--- config.mk ---
export PLATFORM = sky130hd
export DESIGN_NAME = mem_port_arbiter
export DESIGN_NICKNAME = d
export VERILOG_FILES = /design/src/rtl/mem_port_arbiter.sv
export SDC_FILE = /design/constraint.sdc
export NUM_CORES = 1
export LEC_CHECK = 0
export CORE_MARGIN = 2
export CORE_UTILIZATION = 45
export CTS_BUF_LIST = sky130_fd_sc_hd__clkbuf_16
export DETAILED_ROUTE_END_ITERATION = 7
export HOLD_SLACK_MARGIN = 0.02
export PLACE_DENSITY_LB_ADDON = 0.2
export REMOVE_ABC_BUFFERS = 1
export SLEW_MARGIN = 20
export SYNTH_ARGS = -nofsm -noshare
export SYNTH_HDL_FRONTEND = slang
export SYNTH_SLANG_ARGS = --single-unit
--- constraint.sdc ---
create_clock -name clk -period 4.85 [get_ports clk]
set_clock_uncertainty 0.05 [all_clocks]
set_input_delay 0.97 -clock clk [delete_from_list [all_inputs] [get_ports clk]]
set_output_delay 0.97 -clock clk [all_outputs]
set_load 0.03 [all_outputs]
--- src/rtl/mem_port_arbiter.sv ---
// Round-robin arbiter sharing one single-ported 16-bit memory between the
// instruction-fetch (IF) and load/store (LS) requesters of the processor.
module mem_port_arbiter #(
    parameter int MEM_LAT = 1
) (
    input  logic        clk,
    input  logic        reset,
    input  logic        halt,
    input  logic        if_req,
    input  logic [15:0] if_addr,
    output logic        if_ack,
    output logic [15:0] if_rdata,
    input  logic        ls_req,
    input  logic        ls_we,
    input  logic [15:0] ls_addr,
    input  logic [15:0] ls_wdata,
    output logic        ls_ack,
    output logic [15:0] ls_rdata,
    output logic        mem_en,
    output logic        mem_we,
    output logic [15:0] mem_addr,
    output logic [15:0] mem_wdata,
    input  logic [15:0] mem_rdata,
    output logic        busy
);

    typedef enum logic [1:0] {IDLE, ISSUE, WAIT, DONE} state_t;

    localparam logic [3:0] CNT_INIT = 4'(MEM_LAT - 1);

    state_t     state, next_state;
    logic [3:0] cnt;
    logic       win_ls;
    logic       last_ls;
    logic       we_r;
    logic       grant;
    logic       grant_ls;

    always_ff @(posedge clk) begin
        if (reset) state <= IDLE;
        else       state <= next_state;
    end

    // On a tie the requester that did not win last time gets the port.
    always_comb begin
        next_state = state;
        grant      = 1'b0;
        grant_ls   = 1'b0;
        case (state)
            IDLE: begin
                if (!halt && (if_req || ls_req)) begin
                    grant      = 1'b1;
                    grant_ls   = ls_req && (!if_req || !last_ls);
                    next_state = ISSUE;
                end
            end
            ISSUE: next_state = WAIT;
            WAIT:  if (cnt == 4'd0) next_state = DONE;
            DONE:  next_state = IDLE;
            default: next_state = IDLE;
        endcase
    end

    assign mem_en = (state == ISSUE);
    assign mem_we = mem_en && we_r;
    assign busy   = (state != IDLE);
    assign if_ack = (state == DONE) && !win_ls;
    assign ls_ack = (state == DONE) && win_ls;

    always_ff @(posedge clk) begin
        if (reset) begin
            cnt       <= 4'd0;
            win_ls    <= 1'b0;
            last_ls   <= 1'b1;
            we_r      <= 1'b0;
            mem_addr  <= 16'h0000;
            mem_wdata <= 16'h0000;
            if_rdata  <= 16'h0000;
            ls_rdata  <= 16'h0000;
        end else begin
            if (grant) begin
                win_ls    <= grant_ls;
                last_ls   <= grant_ls;
                we_r      <= grant_ls && ls_we;
                mem_addr  <= grant_ls ? ls_addr : if_addr;
                mem_wdata <= grant_ls ? ls_wdata : 16'h0000;
            end
            if (state == ISSUE) begin
                cnt <= CNT_INIT;
            end else if (state == WAIT) begin
                // Stores complete without touching ls_rdata.
                if (cnt == 4'd0) begin
                    if (!win_ls)    if_rdata <= mem_rdata;
                    else if (!we_r) ls_rdata <= mem_rdata;
                end else begin
                    cnt <= cnt - 4'd1;
                end
            end
        end
    end

endmodule

**Word-level counts from Yosys, hierarchy flattened**

Cells that the tools add are included.

- Reductions and logical operators: 20
- $add $sub $neg: 1
- Mux-type cells: 9
- Equal/unequal tests: 5
- Bitwise operators: 4

Operators by type and width:

| operator | count |
|---|---|
| $mux 16 | 2 |
| $pmux 2 s4 | 1 |
| $logic_and 1x1->1 | 6 |
| $reduce_and 5->1 | 1 |
| $eq 2x2->1 const B | 2 |
| $logic_not 1->1 | 4 |
| $logic_not 4->1 | 1 |
| $mux 1 | 4 |
| $mux 2 | 2 |
| $ne 2x2->1 const B | 2 |
| $not 1->1 | 4 |
| $reduce_and 2->1 | 2 |
| $reduce_and 4->1 | 1 |
| $sub 4x1->4 const B | 1 |
| $eq 2x1->1 const B | 1 |
| $logic_not 2->1 | 1 |
| $logic_or 1x1->1 | 2 |
| $reduce_bool 2->1 | 1 |
| $reduce_or 2->1 | 1 |

- Output and inout bits: 69
- Bits in registers: 73
- Bits of input ports: 70
- Logic and storage cells: 48

**Logic depth before layout (Yosys ltp)**

- Depth after elaboration: 6
- Mapped depth: 7
- Depth with buffers taken out: 5

**Least setup slack after synthesis**

No wires, ideal clock.

- Kind: register -> output
- Start: reg state[0]
- End: out busy
- Buffers on the path: 2
- Stages on the path, launching flop included: 6
- Required time: 3830 ps
- Setup slack: 2561 ps
- Arrival: 1269 ps
- Cells stage by stage: dfxtp_1 inv_1 ha_1 buf_2 inv_2 clkbuf_1

- Cells in the longest elaborated chain, start to end: 1

Ends and longest elaborated chain:

| what | RTL line | text |
|---|---|---|
| start: declaration | 31 | `state_t state, next_state;` |
| start signal: assignment | 41 | `else state <= next_state;` |
| $reduce_bool 2->1 | 66 | `assign busy = (state != IDLE);` |
| end: declaration | 24 | `output logic busy` |

Every way passes these cells.

**Worst setup path in the final report**

Same ends and word-level chain as after synthesis.

==> parameters.txt <==
Parameter                              Value

Placement
  Input/output buffers    138
  Final weighted congestion in routability-driven placement    0.782
  Post-Place Cell Area    0.00461 mm²
  Worst setup timing slack at the placement stage    approximately 1.8 ns
  HPWL reported at the end of detailed placement    5560 µm

Finish
  Area growth, synth to finish    55.5%
  Number of diodes    0
  Net count, final    530
  Summed area of non-filler cells in the final layout    between 0.004 and 0.005 mm²
  Ratio of cells with drive above 1 in the final layout    ~6.5%

Worst hold path
  Worst min-delay path class    reg2reg
  Capture endpoint of the worst hold path    ls_rdata[12]
  Hold_sp    ls_rdata[12]
  Number of cells on the worst hold path    2

Routing
  Post-route ant nets    0
  Pre-antenna DRT Iters    4
  Wire per inst    15.1 µm
  First-iteration detailed-routing DRC count    164
  Via count of the routed design    2927
  Routed via count divided by cell count    5.26
  Sum of routed wire length over all layers    around 8400 µm
  Post-detailed-route DRC marker count    0

Die
  CORE AREA    ~0.0068 mm²
  Number of I/O pins    139
  Die Ht    88.3 µm
  Site row count    30
  Starting density of the core    46.8%
  Die X-Extent    88.3 µm
  Floorplan die area    0.00780 mm²

Critical path
  Minimum setup slack among reg-to-reg paths    2.48 ns
  R2R Path Start    cnt[0]
  Worst Reg2Reg Path Length in Cells    5
  Crit path kind    reg2out
  Category of the worst setup path launch point    flip-flop
  Critical register-to-register path endpoint    ls_rdata[10]
  Crit. End Element    output pin
  Critical Path Fanout Max    35
  Data arrival time of the worst path    2.33 ns
  Critical path data required time    roughly 3.8 ns

Global route
  Initial antenna violation count    0
  Global-route wire length before repair    13000 µm
  Total congestion overflow    0
  Overall routing resource usage    21.5%
  Maximum number of pins on one net before global-route repair    55
  Vias in the first global route    2819

Logic synthesis
  Most common flop cell mapped by yosys    sky130_fd_sc_hd__dfxtp_1
  Portion of netlist area occupied by mux cells    15.3%
  Combined area of all synthesized cells    about 0.0032 mm²
  XOR/XNOR share of the synthesized area    less than 1%
  EDFF count, synth    0
  Library cells used by synthesis    37
  Part of the Yosys area used for sequential elements    45.7%
  Cells after synthesis    329
  Simple-gate portion of the synthesized area    around 18%
  Mean area per synthesized cell    between 9 and 10 µm²
  Total of flip-flops plus latches after synthesis    73
  Compound-Gate Fraction of Synth Area    14.6%
  Share of flip-flops with an asynchronous set or reset after synthesis    0%
  Yosys top cell area share    45.7%
  Cell type with the largest total area after synthesis    sky130_fd_sc_hd__dfxtp_1
  Share of synthesized cell area in full adder, half adder and majority cells    under 10%
  Cell types with the largest area share after synthesis    sky130_fd_sc_hd__dfxtp_1 46%, sky130_fd_sc_hd__mux2i_1 15%, sky130_fd_sc_hd__nand2b_1 9.8%, sky130_fd_sc_hd__a21oi_1 5.8%, sky130_fd_sc_hd__a211oi_1 3.8%
  Synth warn    0
  Largest family of logic cells by synthesized area    simple AND/OR/NAND/NOR gates

Power
  VDD IR-drop max    0.000240 V
  Pleak    1.84 nW
  Pwr per Cell Area    450 mW/mm²

Clocking
  Worst-skew pair later-pin latency    about 0.33 ns
  Number of hold buffers added after CTS    0
  Reg clk slew, reported paths    0.06 ns
  H-tree depth    3
  Count of instances resized after the clock tree is built    0
  Root cell of the clock tree    sky130_fd_sc_hd__clkbuf_16
  Total number of clock tree sinks    73
  CTS tree    done
  Post-CTS setup buffer count    0
  CTS Buf Count    9
  Max Root-Sink Buffers    2

Timing
  Highest achievable clock rate    0.299 GHz
  Final period demand of the worst path    around 3.3 ns
  Least-Margin Pin Slew    1.03 ns
  Slew Viols, Final    0
  Headroom to the max-slew limit    a little under a third
  Number of setup violations in the final report    0
  Setup TNS    0 ns
  Final WS setup    between 1.5 and 2 ns
  Period utilisation layout    between 60% and 70%
  Final hold viol count    0
  Unrepaired setup endpoints after global routing    false

Status
  Run status    complete, no violations

Flow run
  Count of max-cap constraint violations    0
-- worst max path at each step --
stage / startpoint / slack, ns / cells past startpoint / to
2_1_floorplan: ls_req / 1.54 / 3 / mem_addr[0]
3_3_place_gp: if_req / 1.84 / 5 / mem_addr[7]
3_5_place_dp: if_req / 1.78 / 5 / mem_addr[2]
4_1_cts: state[1] / 1.53 / 5 / busy
5_1_grt: state[0] / 1.43 / 5 / busy
6_report: state[0] / 1.50 / 5 / busy
-- cells by family (layout without fill, tap and decap cells) --
group | count (synthesis) | count (layout)
adder cells (fa/ha/maj) | 5 | 5
AND/OR/NAND/NOR | 85 | 85
flip-flops | 73 | 73
buffers and inverters | 35 | 166
multiplexers | 49 | 49
AO/OA/AOI/OAI | 81 | 81
XOR/XNOR | 1 | 1
-- synthesized netlist by cell type (2+ instances only) --
cell type / instances
sky130_fd_sc_hd__nand3b_1: 2
sky130_fd_sc_hd__a211oi_1: 16
sky130_fd_sc_hd__and2_1: 2
sky130_fd_sc_hd__nand3_1: 2
sky130_fd_sc_hd__buf_2: 5
sky130_fd_sc_hd__inv_1: 4
sky130_fd_sc_hd__dfxtp_1: 73
sky130_fd_sc_hd__buf_1: 2
sky130_fd_sc_hd__ha_1: 5
sky130_fd_sc_hd__nand4_1: 17
sky130_fd_sc_hd__o21ai_0: 11
sky130_fd_sc_hd__o21ai_1: 10
sky130_fd_sc_hd__clkbuf_1: 20
sky130_fd_sc_hd__nor2_1: 2
sky130_fd_sc_hd__nand2b_1: 50
sky130_fd_sc_hd__a21oi_1: 37
sky130_fd_sc_hd__nor2b_1: 2
sky130_fd_sc_hd__inv_2: 2
sky130_fd_sc_hd__mux2i_1: 49
-- power by group --
part	internal, mW	switching, mW	total (mW)
Combinational	0.326	0.472	0.798
Sequential	0.684	0.0503	0.735
Clock	0.450	0.257	0.707
Total	1.46	0.779	2.24
-- worst max-delay path, stage by stage, from the launching register on --
cell and delay (ns):
sky130_fd_sc_hd__dfxtp_1 0.37, sky130_fd_sc_hd__inv_1 0.09, sky130_fd_sc_hd__ha_1 0.20, sky130_fd_sc_hd__buf_4 0.25, sky130_fd_sc_hd__inv_2 0.33, sky130_fd_sc_hd__clkdlybuf4s50_1 0.75
-- cell type report --
| cell class | instances | area [µm²] |
|---|---|---|
| fillers | 523 | 1860 |
| multi-input cells | 221 | 1600 |
| flip-flops and latches | 73 | 1460 |
| repair buffers | 144 | 1450 |
| clock buffers | 9 | 225 |
| well taps | 96 | 120 |
| clock inverters | 7 | 95.1 |
| inverters | 6 | 22.5 |
-- registers in the layout, indices dropped and copies added, names as in the netlist --
register,flops
if_rdata,16
ls_rdata,16
mem_addr,16
mem_wdata,16
cnt,4
state,2
last_ls,1
we_r,1
win_ls,1
-- per-layer routing --
metal | wire length, µm | up-vias | track usage, %
li1 | - | 1424 | -
met3 | 483 | 22 | 5.97
met2 | 4130 | 85 | 35.6
met4 | 274 | 0 | 13.2
met1 | 3520 | 1396 | 24.5
met5 | 0 | - | 0
-- per-stage QoR --
stage / power, mW / utilization [%] / std cells / hold slack, ns
2_1_floorplan: 1.20 / - / 300 / 0.402
3_3_place_gp: 1.51 / 67.5 / 538 / 0.408
3_5_place_dp: 1.52 / 67.5 / 538 / 0.411
4_1_cts: 2.23 / 72.2 / 554 / 0.424
5_1_grt: 2.33 / 72.8 / 556 / 0.442
6_report: 2.24 / 72.8 / 556 / 0.421
-- layout by cell type (no fill, tap or decap), drive strengths merged --
| master | n |
|---|---|
| clkinvlp | 1 |
| and4b | 1 |
| clkdlybuf4s50 | 137 |
| nand3 | 2 |
| nand3b | 2 |
| a211oi | 16 |
| a21oi | 37 |
| ha | 5 |
| clkinv | 4 |
| a311oi | 1 |
| nor2b | 2 |
| dfxtp | 73 |
| nand4 | 17 |
| inv | 6 |
| nand2b | 50 |
| o21ai | 21 |
| o21ba | 1 |
| or4 | 1 |
| nor2 | 2 |
| nor4 | 1 |
| nand4b | 1 |
| a221oi | 1 |
| or3 | 1 |
| a21boi | 1 |
| nor3b | 1 |
| bufinv | 2 |
| mux2i | 49 |
| o22ai | 1 |
| or3b | 1 |
| o21bai | 1 |
| and2 | 2 |
| buf | 6 |
| o211ai | 1 |
| or2 | 1 |
| xor2 | 1 |
| clkbuf | 10 |
Note: power is estimated with default switching activity, not from simulation.
